===== src/rtl/alu_operand_loader_if.sv =====
// Operand-loader bus: raw switch/button inputs from the board side and the
// registered ALU operands, opcode, valid flag and state leaving the loader.
// The loader connects through the slave modport; the board side (or a bench)
// drives through the master modport.
interface alu_operand_loader_if #(
    parameter int M = 8
);
    logic [M-1:0] data_in;
    logic         enter;
    logic         clear;
    logic [M-1:0] A;
    logic [M-1:0] B;
    logic [1:0]   OpCode;
    logic         valid;
    logic [1:0]   state;

    modport slave (
        input  data_in,
        input  enter,
        input  clear,
        output A,
        output B,
        output OpCode,
        output valid,
        output state
    );

    modport master (
        output data_in,
        output enter,
        output clear,
        input  A,
        input  B,
        input  OpCode,
        input  valid,
        input  state
    );
endinterface


===== src/rtl/alu_operand_loader.sv =====
// Sequential operand-entry front end for the M-bit ALU.
// Three button presses capture operand A, operand B and the 2-bit opcode
// from the switches; a fourth press drops the valid flag and restarts entry.
// The enter and clear buttons are synchronised with two flops each.
// Optional feature macro: ALU_LOADER_DEBOUNCE_EN adds a per-button debounce
// counter of DEBOUNCE_CYCLES stable cycles after the synchronisers.
module alu_operand_loader #(
    parameter int M               = 8,
    parameter int DEBOUNCE_CYCLES = 16
) (
    input  logic               clk,
    input  logic               reset,
    alu_operand_loader_if.slave bus
);

    typedef enum logic [1:0] {
        S_A    = 2'b00,
        S_B    = 2'b01,
        S_OP   = 2'b10,
        S_SHOW = 2'b11
    } state_t;

    // A zero-length debounce window would never accept a level change.
    if (DEBOUNCE_CYCLES < 1) begin : g_badDebounce
        $error("alu_operand_loader: DEBOUNCE_CYCLES must be at least 1");
    end

    logic [1:0]   r_enterSync;
    logic [1:0]   r_clearSync;
    logic         r_enterPrev;
    logic         w_enterLevel;
    logic         w_clearLevel;
    logic         w_press;
    state_t       r_state;
    logic [M-1:0] r_a;
    logic [M-1:0] r_b;
    logic [1:0]   r_opCode;
    logic         r_valid;

    // Bring both raw buttons into the clock domain with two flops each.
    always_ff @(posedge clk or posedge reset) begin
        if (reset) begin
            r_enterSync <= 2'b00;
            r_clearSync <= 2'b00;
        end else begin
            r_enterSync <= {r_enterSync[0], bus.enter};
            r_clearSync <= {r_clearSync[0], bus.clear};
        end
    end

`ifdef ALU_LOADER_DEBOUNCE_EN
    localparam int              CW   = $clog2(DEBOUNCE_CYCLES + 1);
    localparam logic [CW-1:0]   LAST = CW'(DEBOUNCE_CYCLES - 1);

    logic [CW-1:0] r_enterCnt;
    logic [CW-1:0] r_clearCnt;
    logic          r_enterDeb;
    logic          r_clearDeb;

    // Accept a new button level only after it has differed from the current
    // debounced level for DEBOUNCE_CYCLES consecutive cycles; any reversion
    // restarts the count.
    always_ff @(posedge clk or posedge reset) begin
        if (reset) begin
            r_enterCnt <= '0;
            r_clearCnt <= '0;
            r_enterDeb <= 1'b0;
            r_clearDeb <= 1'b0;
        end else begin
            if (r_enterSync[1] != r_enterDeb) begin
                if (r_enterCnt == LAST) begin
                    r_enterDeb <= r_enterSync[1];
                    r_enterCnt <= '0;
                end else begin
                    r_enterCnt <= r_enterCnt + CW'(1);
                end
            end else begin
                r_enterCnt <= '0;
            end

            if (r_clearSync[1] != r_clearDeb) begin
                if (r_clearCnt == LAST) begin
                    r_clearDeb <= r_clearSync[1];
                    r_clearCnt <= '0;
                end else begin
                    r_clearCnt <= r_clearCnt + CW'(1);
                end
            end else begin
                r_clearCnt <= '0;
            end
        end
    end

    assign w_enterLevel = r_enterDeb;
    assign w_clearLevel = r_clearDeb;
`else
    assign w_enterLevel = r_enterSync[1];
    assign w_clearLevel = r_clearSync[1];
`endif

    // Remember the previous conditioned enter level so a held button gives a
    // single press pulse on its rising edge only.
    always_ff @(posedge clk or posedge reset) begin
        if (reset) begin
            r_enterPrev <= 1'b0;
        end else begin
            r_enterPrev <= w_enterLevel;
        end
    end

    assign w_press = w_enterLevel & ~r_enterPrev;

    // Entry sequencer: clear wins over a coincident press; each press
    // captures the next field, and the press after a complete set retires it.
    always_ff @(posedge clk or posedge reset) begin
        if (reset) begin
            r_state  <= S_A;
            r_a      <= '0;
            r_b      <= '0;
            r_opCode <= 2'b00;
            r_valid  <= 1'b0;
        end else if (w_clearLevel) begin
            r_state  <= S_A;
            r_a      <= '0;
            r_b      <= '0;
            r_opCode <= 2'b00;
            r_valid  <= 1'b0;
        end else if (w_press) begin
            case (r_state)
                S_A: begin
                    r_a     <= bus.data_in;
                    r_state <= S_B;
                end
                S_B: begin
                    r_b     <= bus.data_in;
                    r_state <= S_OP;
                end
                S_OP: begin
                    r_opCode <= bus.data_in[1:0];
                    r_valid  <= 1'b1;
                    r_state  <= S_SHOW;
                end
                default: begin
                    r_valid <= 1'b0;
                    r_state <= S_A;
                end
            endcase
        end
    end

    assign bus.A      = r_a;
    assign bus.B      = r_b;
    assign bus.OpCode = r_opCode;
    assign bus.valid  = r_valid;
    assign bus.state  = r_state;

endmodule


===== src/flat_wrapper.sv =====
// flat-port wrapper written by rule: the top's interface ports become plain ports
module alu_operand_loader_flat 
#(
    parameter int M               = 8,
    parameter int DEBOUNCE_CYCLES = 16
)
  (clk, reset, bus_data_in, bus_enter, bus_clear, bus_A, bus_B, bus_OpCode, bus_valid, bus_state);
  alu_operand_loader_if #(.M(M)) bus_i ();
  input  logic clk;
  input  logic reset;
  input wire logic [$bits(bus_i.data_in)-1:0] bus_data_in;
  input wire logic [$bits(bus_i.enter)-1:0] bus_enter;
  input wire logic [$bits(bus_i.clear)-1:0] bus_clear;
  output wire logic [$bits(bus_i.A)-1:0] bus_A;
  output wire logic [$bits(bus_i.B)-1:0] bus_B;
  output wire logic [$bits(bus_i.OpCode)-1:0] bus_OpCode;
  output wire logic [$bits(bus_i.valid)-1:0] bus_valid;
  output wire logic [$bits(bus_i.state)-1:0] bus_state;
  assign bus_i.data_in = bus_data_in;
  assign bus_i.enter = bus_enter;
  assign bus_i.clear = bus_clear;
  assign bus_A = bus_i.A;
  assign bus_B = bus_i.B;
  assign bus_OpCode = bus_i.OpCode;
  assign bus_valid = bus_i.valid;
  assign bus_state = bus_i.state;
  alu_operand_loader #(.M(M), .DEBOUNCE_CYCLES(DEBOUNCE_CYCLES)) u_core (.clk(clk), .reset(reset), .bus(bus_i));
endmodule

===== config.mk =====
export PLATFORM = sky130hd
export DESIGN_NAME = alu_operand_loader_flat
export DESIGN_NICKNAME = d
export VERILOG_FILES = /design/src/rtl/alu_operand_loader_if.sv /design/src/rtl/alu_operand_loader.sv /design/src/flat_wrapper.sv
export SDC_FILE = /design/constraint.sdc
export NUM_CORES = 1
export LEC_CHECK = 0
export ABC_AREA = 0
export BUFFER_PORTS_ARGS = -buffer_cell sky130_fd_sc_hd__buf_2
export CAP_MARGIN = 20
export CORE_MARGIN = 2
export CORE_UTILIZATION = 51
export CTS_BUF_LIST = sky130_fd_sc_hd__clkbuf_4
export DETAILED_ROUTE_END_ITERATION = 8
export GPL_ROUTABILITY_DRIVEN = 1
export PLACE_DENSITY = 0.78
export SLEW_MARGIN = 20
export SYNTH_ARGS = -nofsm -noshare
export SYNTH_HDL_FRONTEND = slang
export SYNTH_SLANG_ARGS = --single-unit

===== constraint.sdc =====
create_clock -name clk -period 1.6 [get_ports clk]
set_input_delay 0.32 -clock clk [delete_from_list [all_inputs] [get_ports clk]]
set_output_delay 0.32 -clock clk [all_outputs]
set_load 0.01 [all_outputs]

# [Yosys cells after proc, flatten, opt, wreduce, memory -nomap -nowiden]
# Index checks and enable logic that the tools add are counted.
[classes] n_eq_ne=3 mux=15 n_bitwise=2 reduce_logical=10
[op_table] op="2-to-1 mux 8 bit" n=6
[op_table] op="2-to-1 mux 2 bit" n=5
[op_table] op="AND reduction 2 bit" n=4
[op_table] op="nonzero test 2 bit" n=4
[op_table] op="case mux 2 bit (3 select lines)" n=1
[op_table] op="== test 2 x 1 -> 1 bit, second input constant" n=1
[op_table] op="== test 2 bit, second input constant" n=1
[op_table] op="zero test 2 bit" n=1
[op_table] op="2-to-1 mux 1 bit" n=2
[op_table] op="inequality test 2 x 1 -> 1 bit, second input constant" n=1
[op_table] op="case mux 1 bit (2 select lines)" n=1
[op_table] op="OR reduction 2 bit" n=1
[op_table] op="bitwise AND 1 bit" n=1
[op_table] op="inverter 1 bit" n=1
[word_totals] ff_bits=26 out_inout_bits=21 elab_cells=38

# [Depth between registers and ports, before layout]
# Gate-level depths: netlist (run 1).
[logic_depth] ltp_word=5 ltp_mapped=6 ltp_nobuf=5

# [Worst setup path after synthesis (run 1)]
# No wires, ideal clock.
[synth_path] path_type="reg2reg" start="reg u_core.r_state[0], in the netlist u_core.bus.state[0]" end="reg u_core.r_valid, in the netlist u_core.bus.valid" setup_time_ns=0.132 arrival_time_ns=1.198 required_ns=1.468 path_slack_ns=0.270 path_stages_with_launch=6 path_buffers=0 synth_period_minus_slack_ns=1.330 cell_sequence="dfrtp_1 inv_1 ha_1 nor4b_2 mux2i_1 nor2_1"
[synth_via] elab_chain_len=5 word_cells_on_any_way=9 classes_between="eq/ne (3); mux (3); reduce/logical (3)"
[synth_rtl] item="start: declaration" line_no="alu_operand_loader.sv:34" text="state_t r_state;"
[synth_rtl] item="start signal: assignment" line_no="alu_operand_loader.sv:117" text="r_state <= S_A;"
[synth_rtl] item="start signal: assignment" line_no="alu_operand_loader.sv:123" text="r_state <= S_A;"
[synth_rtl] item="start signal: assignment" line_no="alu_operand_loader.sv:132" text="r_state <= S_B;"
[synth_rtl] item="== test 2 x 1 -> 1 bit / zero test 2 bit (equally long branches)" line_no="alu_operand_loader.sv:129" text="case (r_state)"
[synth_rtl] item="OR reduction 2 bit (no line)"
[synth_rtl] item="case mux 1 bit (2 select lines)" line_no="alu_operand_loader.sv:129"
[synth_rtl] item="2-to-1 mux 1 bit" line_no="alu_operand_loader.sv:128" text="end else if (w_press) begin"
[synth_rtl] item="2-to-1 mux 1 bit" line_no="alu_operand_loader.sv:122" text="end else if (w_clearLevel) begin"
[synth_rtl] item="end signal: assignment" line_no="alu_operand_loader.sv:121" text="r_valid <= 1'b0;"
[synth_rtl] item="end signal: assignment" line_no="alu_operand_loader.sv:127" text="r_valid <= 1'b0;"
[synth_rtl] item="end signal: assignment" line_no="alu_operand_loader.sv:140" text="r_valid <= 1'b1;"
[synth_rtl] item="end: declaration" line_no="alu_operand_loader.sv:38" text="logic r_valid;"
# Parallel ways exist; a longest one is shown, timed or not. The select of a mux whose other input is x is not followed.
# A chain may end at the register's enable or synchronous reset.

# [Final worst setup path (run 1)]
[layout_path] start="reg u_core.r_state[1], in the netlist u_core.bus.state[1]" end="reg u_core.r_valid, in the netlist u_core.bus.valid"
# The elaborated chain is that of the path after synthesis.

==> results.json, run 1 <==
{
  "status": "finished clean",
  "internal_power_mw": 0.824,
  "synth_xor_area_frac": 0.00836,
  "final_critical_path_setup_slack_ps": 116,
  "dieArea_um2": 2430,
  "die_width_um": 49.3,
  "synth_mux_area_frac": 0.0191,
  "timing.critical_path.max_delay_family": "flip-flops",
  "global_route.overflow_total": 0,
  "grt_max_degree": 27,
  "synth_fa_ha_area_frac": 0.0358,
  "first_global_vias": 787,
  "timing.final.crit_period_ps": 1480,
  "die-height_um": 49.3,
  "clock_path_buffers": 2,
  "timing.critical_path.required_ps": 1800,
  "share_of_post_route_cells_with_drive_strength_above_1": 0.283,
  "most-common-layout-cells": "34 x sky130_fd_sc_hd__nand2_1, 32 x sky130_fd_sc_hd__buf_2, 26 x sky130_fd_sc_hd__dfrtp_1",
  "synth_top_family_by_area": "simple AND/OR/NAND/NOR gates",
  "flow.area_growth_from_synthesis_pct": 21.5,
  "switch_share": 0.249,
  "drt_pre_antenna_iters": 4,
  "cts_hold_repair.buffers": 0,
  "finalHoldViolations": 0,
  "totalWireLength_um": 2200,
  "reg2regPathDepth": 5,
  "fmax_mhz": 674,
  "cts.repair.resized": 0,
  "fin_skew_ps": 6.17,
  "io_pins": 33,
  "routed-via-count": 813,
  "p_leak_nw": 0.648,
  "pre_cts_ws_ps": 137,
  "crit_path_cell_trace": "inv_1 -> ha_1 -> nor4b_2 -> mux2i_1 -> nor2_1",
  "n_fill_cell": 174,
  "synth_nets": 118,
  "fin_crit_sh": 0.928,
  "placement.io_buffers": 32,
  "finalNonFillerCells": 165,
  "power.share.combinational": 0.118,
  "critical-path-slowest-cell": "sky130_fd_sc_hd__dfrtp_1",
  "max_capacitance_violation_count": 0,
  "worst-setup-path-type": "reg -> reg",
  "synthSimpleGateAreaFrac": 0.202,
  "ir_worst_vdd_mv": 0.599,
  "finalSetupViolations": 0,
  "synth-compound-area-share": 0.0860,
  "synth_sequential_area_ratio": 0.621,
  "detail-route-antenna-nets": 0,
  "yosys_warns": 0,
  "synth_cell_types": 15,
  "grt_antenna_before_repair": 0,
  "critical_path.startpoint_type": "flip-flop",
  "synthesis.instances": 103,
  "timing_worst_slew_pin_value_ps": 348,
  "hold_path.class": "in -> async",
  "grt_pass1_wl_um": 3640,
  "crit_fanout": 4,
  "mostFrequentLayoutCell": "sky130_fd_sc_hd__nand2_1",
  "p_switching_mw": 0.273,
  "total_power_mw": 1.10,
  "fin_tns_setup_ps": 0,
  "power-per-cell-area_nw_per_um2": 862,
  "cts-buffers-inserted": 3,
  "drt_iter0_drc": 18,
  "finalMaxSlewViolations": 0,
  "worstSetupEndpointType": "flip-flop",
  "post_drt_wl_per_cell_um": 13.3,
  "ratio_of_routed_vias_to_standard_cells": 4.93,
  "insertedDiodeCount": 0,
  "synth-seq-cells": 26,
  "final_net_count": 154,
  "fp.coreArea_um2": 1940,
  "remaining_drc_errors": 0,
  "power_frac_seq": 0.637,
  "track_usage": 0.199,
  "syn_area_um2": 1050,
  "syn_avg_cell_area_um2": 10.2,
  "cts.reportedPaths.clkPinSlew_ps": 130,
  "cpPeakStageDelay_ps": 420,
  "clkPwrFrac": 0.244,
  "clock_latency_ps": 310,
  "cts_tree": "built",
  "final_wtd_congestion": 0.709,
  "root_buffer": "sky130_fd_sc_hd__clkbuf_4",
  "cp.depth": 5,
  "placement_rows": 16,
  "cts_sinks": 26,
  "slew_headroom": 0.767,
  "path_buf_inv": 1,
  "place_inst": 160,
  "rsz0062_at_grt": "false",
  "place_area_um2": 1240,
  "place.detailed.hpwl_um": 1640,
  "cts_max_level": 1,
  "arrival_time_of_data_at_the_critical_path_endpoint_ps": 1680,
  "floorplan.initialDensity": 0.539,
  "final_cell_area_um2": 1270
}
## kinds of logic after synthesis
kind of cell,Yosys count
simple gates,46
flops,26
compound gates,18
buf+inv,7
fa+ha+maj,3
mux,2
xor+xnor,1
## registers in the layout (all words and copies together) (netlist names)
signal	count
u_core.r_enterSync	2
u_core.r_clearSync	2
u_core.bus.valid	1
u_core.bus.A	8
u_core.bus.B	8
u_core.bus.state	2
u_core.bus.OpCode	2
u_core.r_enterPrev	1
## power groups by stage
stage | Clock, mW | Combinational [mW] | Sequential (mW)
floorplan | 0 | 0.0661 | 0.716
global placement | 0 | 0.121 | 0.710
detailed placement | 0 | 0.127 | 0.712
CTS | 0.278 | 0.127 | 0.699
global route | 0.309 | 0.145 | 0.703
finish | 0.268 | 0.129 | 0.699
## per-layer routing
layer / routed length (µm) / vias to the layer above / GRT usage
li1: - / 404 / -
met1: 941 / 381 / 0.252
met2: 1140 / 24 / 0.347
met3: 90 / 4 / 0.0276
met4: 25 / 0 / 0.0667
met5: 0 / - / 0
## per-stage QoR
stage,hold WS [ps],utilization
6_report,30.1,0.655
5_1_grt,53.9,0.655
4_1_cts,29.4,0.651
3_5_place_dp,340,0.638
3_3_place_gp,335,0.638
2_1_floorplan,331,-
## final timing paths
kind / start / endpoint / slack [ps]
worst max register to register: u_core.bus.state[1]$_DFFE_PP0P_ / u_core.bus.valid$_DFFE_PP0P_ / 120
worst min register to register: u_core.r_clearSync[0]$_DFF_PP0_ / u_core.r_clearSync[1]$_DFF_PP0_ / 370
max in group asynchronous: reset / u_core.bus.state[0]$_DFFE_PP0P_ / 1330
min in group clk: bus_clear / u_core.r_clearSync[0]$_DFF_PP0_ / 100
worst max-delay path: u_core.bus.state[1]$_DFFE_PP0P_ / u_core.bus.valid$_DFFE_PP0P_ / 120
worst min-delay path: reset / u_core.bus.A[0]$_DFFE_PP0P_ / 30
## timing repair
item,CTS,global route
endpoints found under the hold margin,0,0
buffers inserted,0,1
endpoints found under the setup margin,0,1
## cell usage after synthesis
master	n	area, µm²
sky130_fd_sc_hd__nand2_1	34	128
sky130_fd_sc_hd__dfrtp_1	26	651
sky130_fd_sc_hd__a21oi_1	18	90.1
sky130_fd_sc_hd__ha_1	3	37.5
sky130_fd_sc_hd__inv_1	3	11.3
sky130_fd_sc_hd__nand3b_1	3	22.5
sky130_fd_sc_hd__nor2_1	3	11.3
sky130_fd_sc_hd__and3b_1	2	17.5
sky130_fd_sc_hd__buf_2	2	10.0
sky130_fd_sc_hd__clkbuf_1	2	7.51
sky130_fd_sc_hd__mux2i_1	2	20.0
sky130_fd_sc_hd__nand3_1	2	10.0
sky130_fd_sc_hd__and2b_1	1	7.51
sky130_fd_sc_hd__nor4b_2	1	15.0
sky130_fd_sc_hd__xnor2_1	1	8.76
## tightest hold or removal path, stage by stage
cell                    delay (ps)
sky130_fd_sc_hd__buf_2          90
sky130_fd_sc_hd__inv_1          40
sky130_fd_sc_hd__buf_4         300
## final cells by class
| type | count | area, µm² | area share |
|---|---|---|---|
| clock inverter | 1 | 3.75 | 0.00295 |
| inverter | 3 | 11.3 | 0.00885 |
| multi-input combinational | 70 | 368 | 0.289 |
| clock buffer | 3 | 22.5 | 0.0177 |
| tap | 27 | 33.8 | 0.0265 |
| timing repair buffer | 35 | 183 | 0.144 |
| sequential | 26 | 651 | 0.511 |
(Power assumes the default switching activity.)
==> run 2: changes to the inputs <==
- clock period: 1.6 -> 1.4 ns (I/O delays scaled with it)
==> results.json, run 2 (synthesis gave the netlist of run 1 again) <==
{
  "finalSetupViolations": 0,
  "fin_skew_ps": 13.1,
  "reg2regPathDepth": 5,
  "p_leak_nw": 0.689,
  "fin_crit_sh": 0.965,
  "cts_max_level": 1,
  "detail-route-antenna-nets": 0,
  "clock_path_buffers": 2,
  "slew_headroom": 0.781,
  "ff2ff_setup_slack_ps": 50,
  "drt_iter0_drc": 19,
  "power-per-cell-area_nw_per_um2": 1080,
  "worst-setup-path-type": "reg -> reg",
  "final_net_count": 159,
  "timing.final.crit_period_ps": 1350,
  "mostFrequentLayoutCell": "sky130_fd_sc_hd__nand2_1",
  "rsz0062_at_grt": "false",
  "finalHoldWorstSlack_ps": 45.6,
  "clock_latency_ps": 320,
  "post_drt_wl_per_cell_um": 13.4,
  "ir_worst_vdd_mv": 0.943,
  "arrival_time_of_data_at_the_critical_path_endpoint_ps": 1560,
  "io_pins": 33,
  "cts_sinks": 26,
  "timing.critical_path.required_ps": 1610,
  "grt_antenna_before_repair": 0,
  "crit-reg2reg-launch": "u_core.bus.state[0]$_DFFE_PP0P_",
  "hold_path.startpoint": "bus_clear",
  "grt_pass1_wl_um": 3840,
  "max_capacitance_violation_count": 0,
  "first_global_vias": 856,
  "pre_cts_ws_ps": 24.4,
  "place.detailed.hpwl_um": 1570,
  "n_fill_cell": 165,
  "totalWireLength_um": 2270,
  "final_critical_path_setup_slack_ps": 48.4,
  "root_buffer": "sky130_fd_sc_hd__clkbuf_4",
  "cts-buffers-inserted": 3,
  "finalHoldViolations": 0,
  "share_of_post_route_cells_with_drive_strength_above_1": 0.350,
  "fmax_mhz": 740,
  "cts_tree": "built",
  "finalMaxSlewViolations": 0,
  "fin_tns_setup_ps": 0,
  "hold_path.class": "in -> reg",
  "die_width_um": 49.3,
  "critical_path.startpoint_type": "flip-flop",
  "most-common-layout-cells": "34 x sky130_fd_sc_hd__nand2_1, 32 x sky130_fd_sc_hd__buf_2, 26 x sky130_fd_sc_hd__dfrtp_1",
  "global_route.overflow_total": 0,
  "track_usage": 0.208,
  "grt_max_degree": 27,
  "remaining_drc_errors": 0,
  "min_to": "u_core.r_clearSync[0]$_DFF_PP0_",
  "die-height_um": 49.3,
  "worstSetupEndpointType": "flip-flop",
  "status": "finished clean",
  "regToRegEndpoint": "u_core.bus.valid$_DFFE_PP0P_",
  "routed-via-count": 859,
  "floorplan.initialDensity": 0.539,
  "fp.coreArea_um2": 1940,
  "dieArea_um2": 2430,
  "placement_rows": 16,
  "min_path_cells": 1,
  "cts.reportedPaths.clkPinSlew_ps": 150,
  "crit_fanout": 4,
  "flow.area_growth_from_synthesis_pct": 31.3,
  "insertedDiodeCount": 0,
  "timing_worst_slew_pin_value_ps": 328,
  "ratio_of_routed_vias_to_standard_cells": 5.05,
  "placement.io_buffers": 32,
  "final_wtd_congestion": 0.721,
  "drt_pre_antenna_iters": 4
}
==> run 2: cell count changes in the layout (fill, tap and decap cells not counted), moves of 2 or more <==
cell,before,now
sky130_fd_sc_hd__buf_4,3,7
sky130_fd_sc_hd__inv_2,0,2
sky130_fd_sc_hd__inv_1,3,1
sky130_fd_sc_hd__ha_4,0,2
sky130_fd_sc_hd__and3b_2,0,2
sky130_fd_sc_hd__and3b_1,2,0
sky130_fd_sc_hd__ha_1,3,1
==> run 2: area by class of cell <==
| class | instances | area, µm² | area share |
|---|---|---|---|
| inverters | 3 | 11.3 | 0.00819 |
| well taps | 27 | 33.8 | 0.0246 |
| flip-flops and latches | 26 | 651 | 0.473 |
| clock buffers | 3 | 22.5 | 0.0164 |
| clock inverters | 1 | 30.0 | 0.0218 |
| repair buffers | 40 | 223 | 0.162 |
| multi-input cells | 70 | 404 | 0.294 |
==> run 2: worst max-delay path by stage <==
stage	slack (ps)	to	startpoint
floorplan	70	u_core.bus.valid$_DFFE_PP0P_	u_core.bus.state[0]$_DFFE_PP0P_
global placement	100	u_core.bus.valid$_DFFE_PP0P_	u_core.bus.state[0]$_DFFE_PP0P_
detailed placement	20	u_core.bus.B[2]$_DFFE_PP0P_	u_core.bus.state[1]$_DFFE_PP0P_
CTS	6	u_core.bus.B[2]$_DFFE_PP0P_	u_core.bus.state[1]$_DFFE_PP0P_
global route	5	u_core.bus.valid$_DFFE_PP0P_	u_core.bus.state[0]$_DFFE_PP0P_
finish	50	u_core.bus.valid$_DFFE_PP0P_	u_core.bus.state[0]$_DFFE_PP0P_
==> run 2: where the power goes <==
group          leakage [nW]  total [mW]  internal, mW  switching, mW
clock                0.0279       0.511         0.290          0.221
combinational         0.313       0.174        0.0782         0.0962
sequential            0.348       0.801         0.778         0.0230
==> run 2: layer usage <==
layer  global-route usage  routed length, µm  up-vias
li1                     -                  -      420
met1                0.248                963      412
met2                0.390               1180       23
met3               0.0215                108        4
met4               0.0619                 26        0
met5                    0                  0        -
==> run 2: what timing repair did <==
item / in CTS / in global routing
pin swaps: 0 / 1
gates resized for setup: 1 / 8
setup buffers: 2 / 3
hold endpoints to repair: 26 / 0
setup endpoints to repair: 2 / 16
hold buffers: 1 / 0
==> run 2: through the flow <==
stage	utilization	power (mW)	area, µm²	instances
final	0.708	1.49	1380	170
after global routing	0.708	1.55	1380	170
after CTS	0.678	1.47	1320	167
after detailed placement	0.638	0.957	1240	160
after global placement	0.638	0.950	1240	160
after floorplan	-	0.894	1050	103
==> run 2: critical path, stage by stage, from the launching register on <==
cell and delay, ps:
sky130_fd_sc_hd__dfrtp_1 450, sky130_fd_sc_hd__buf_4 160, sky130_fd_sc_hd__ha_4 160, sky130_fd_sc_hd__nor4b_4 220, sky130_fd_sc_hd__mux2i_1 210, sky130_fd_sc_hd__nor2_1 50
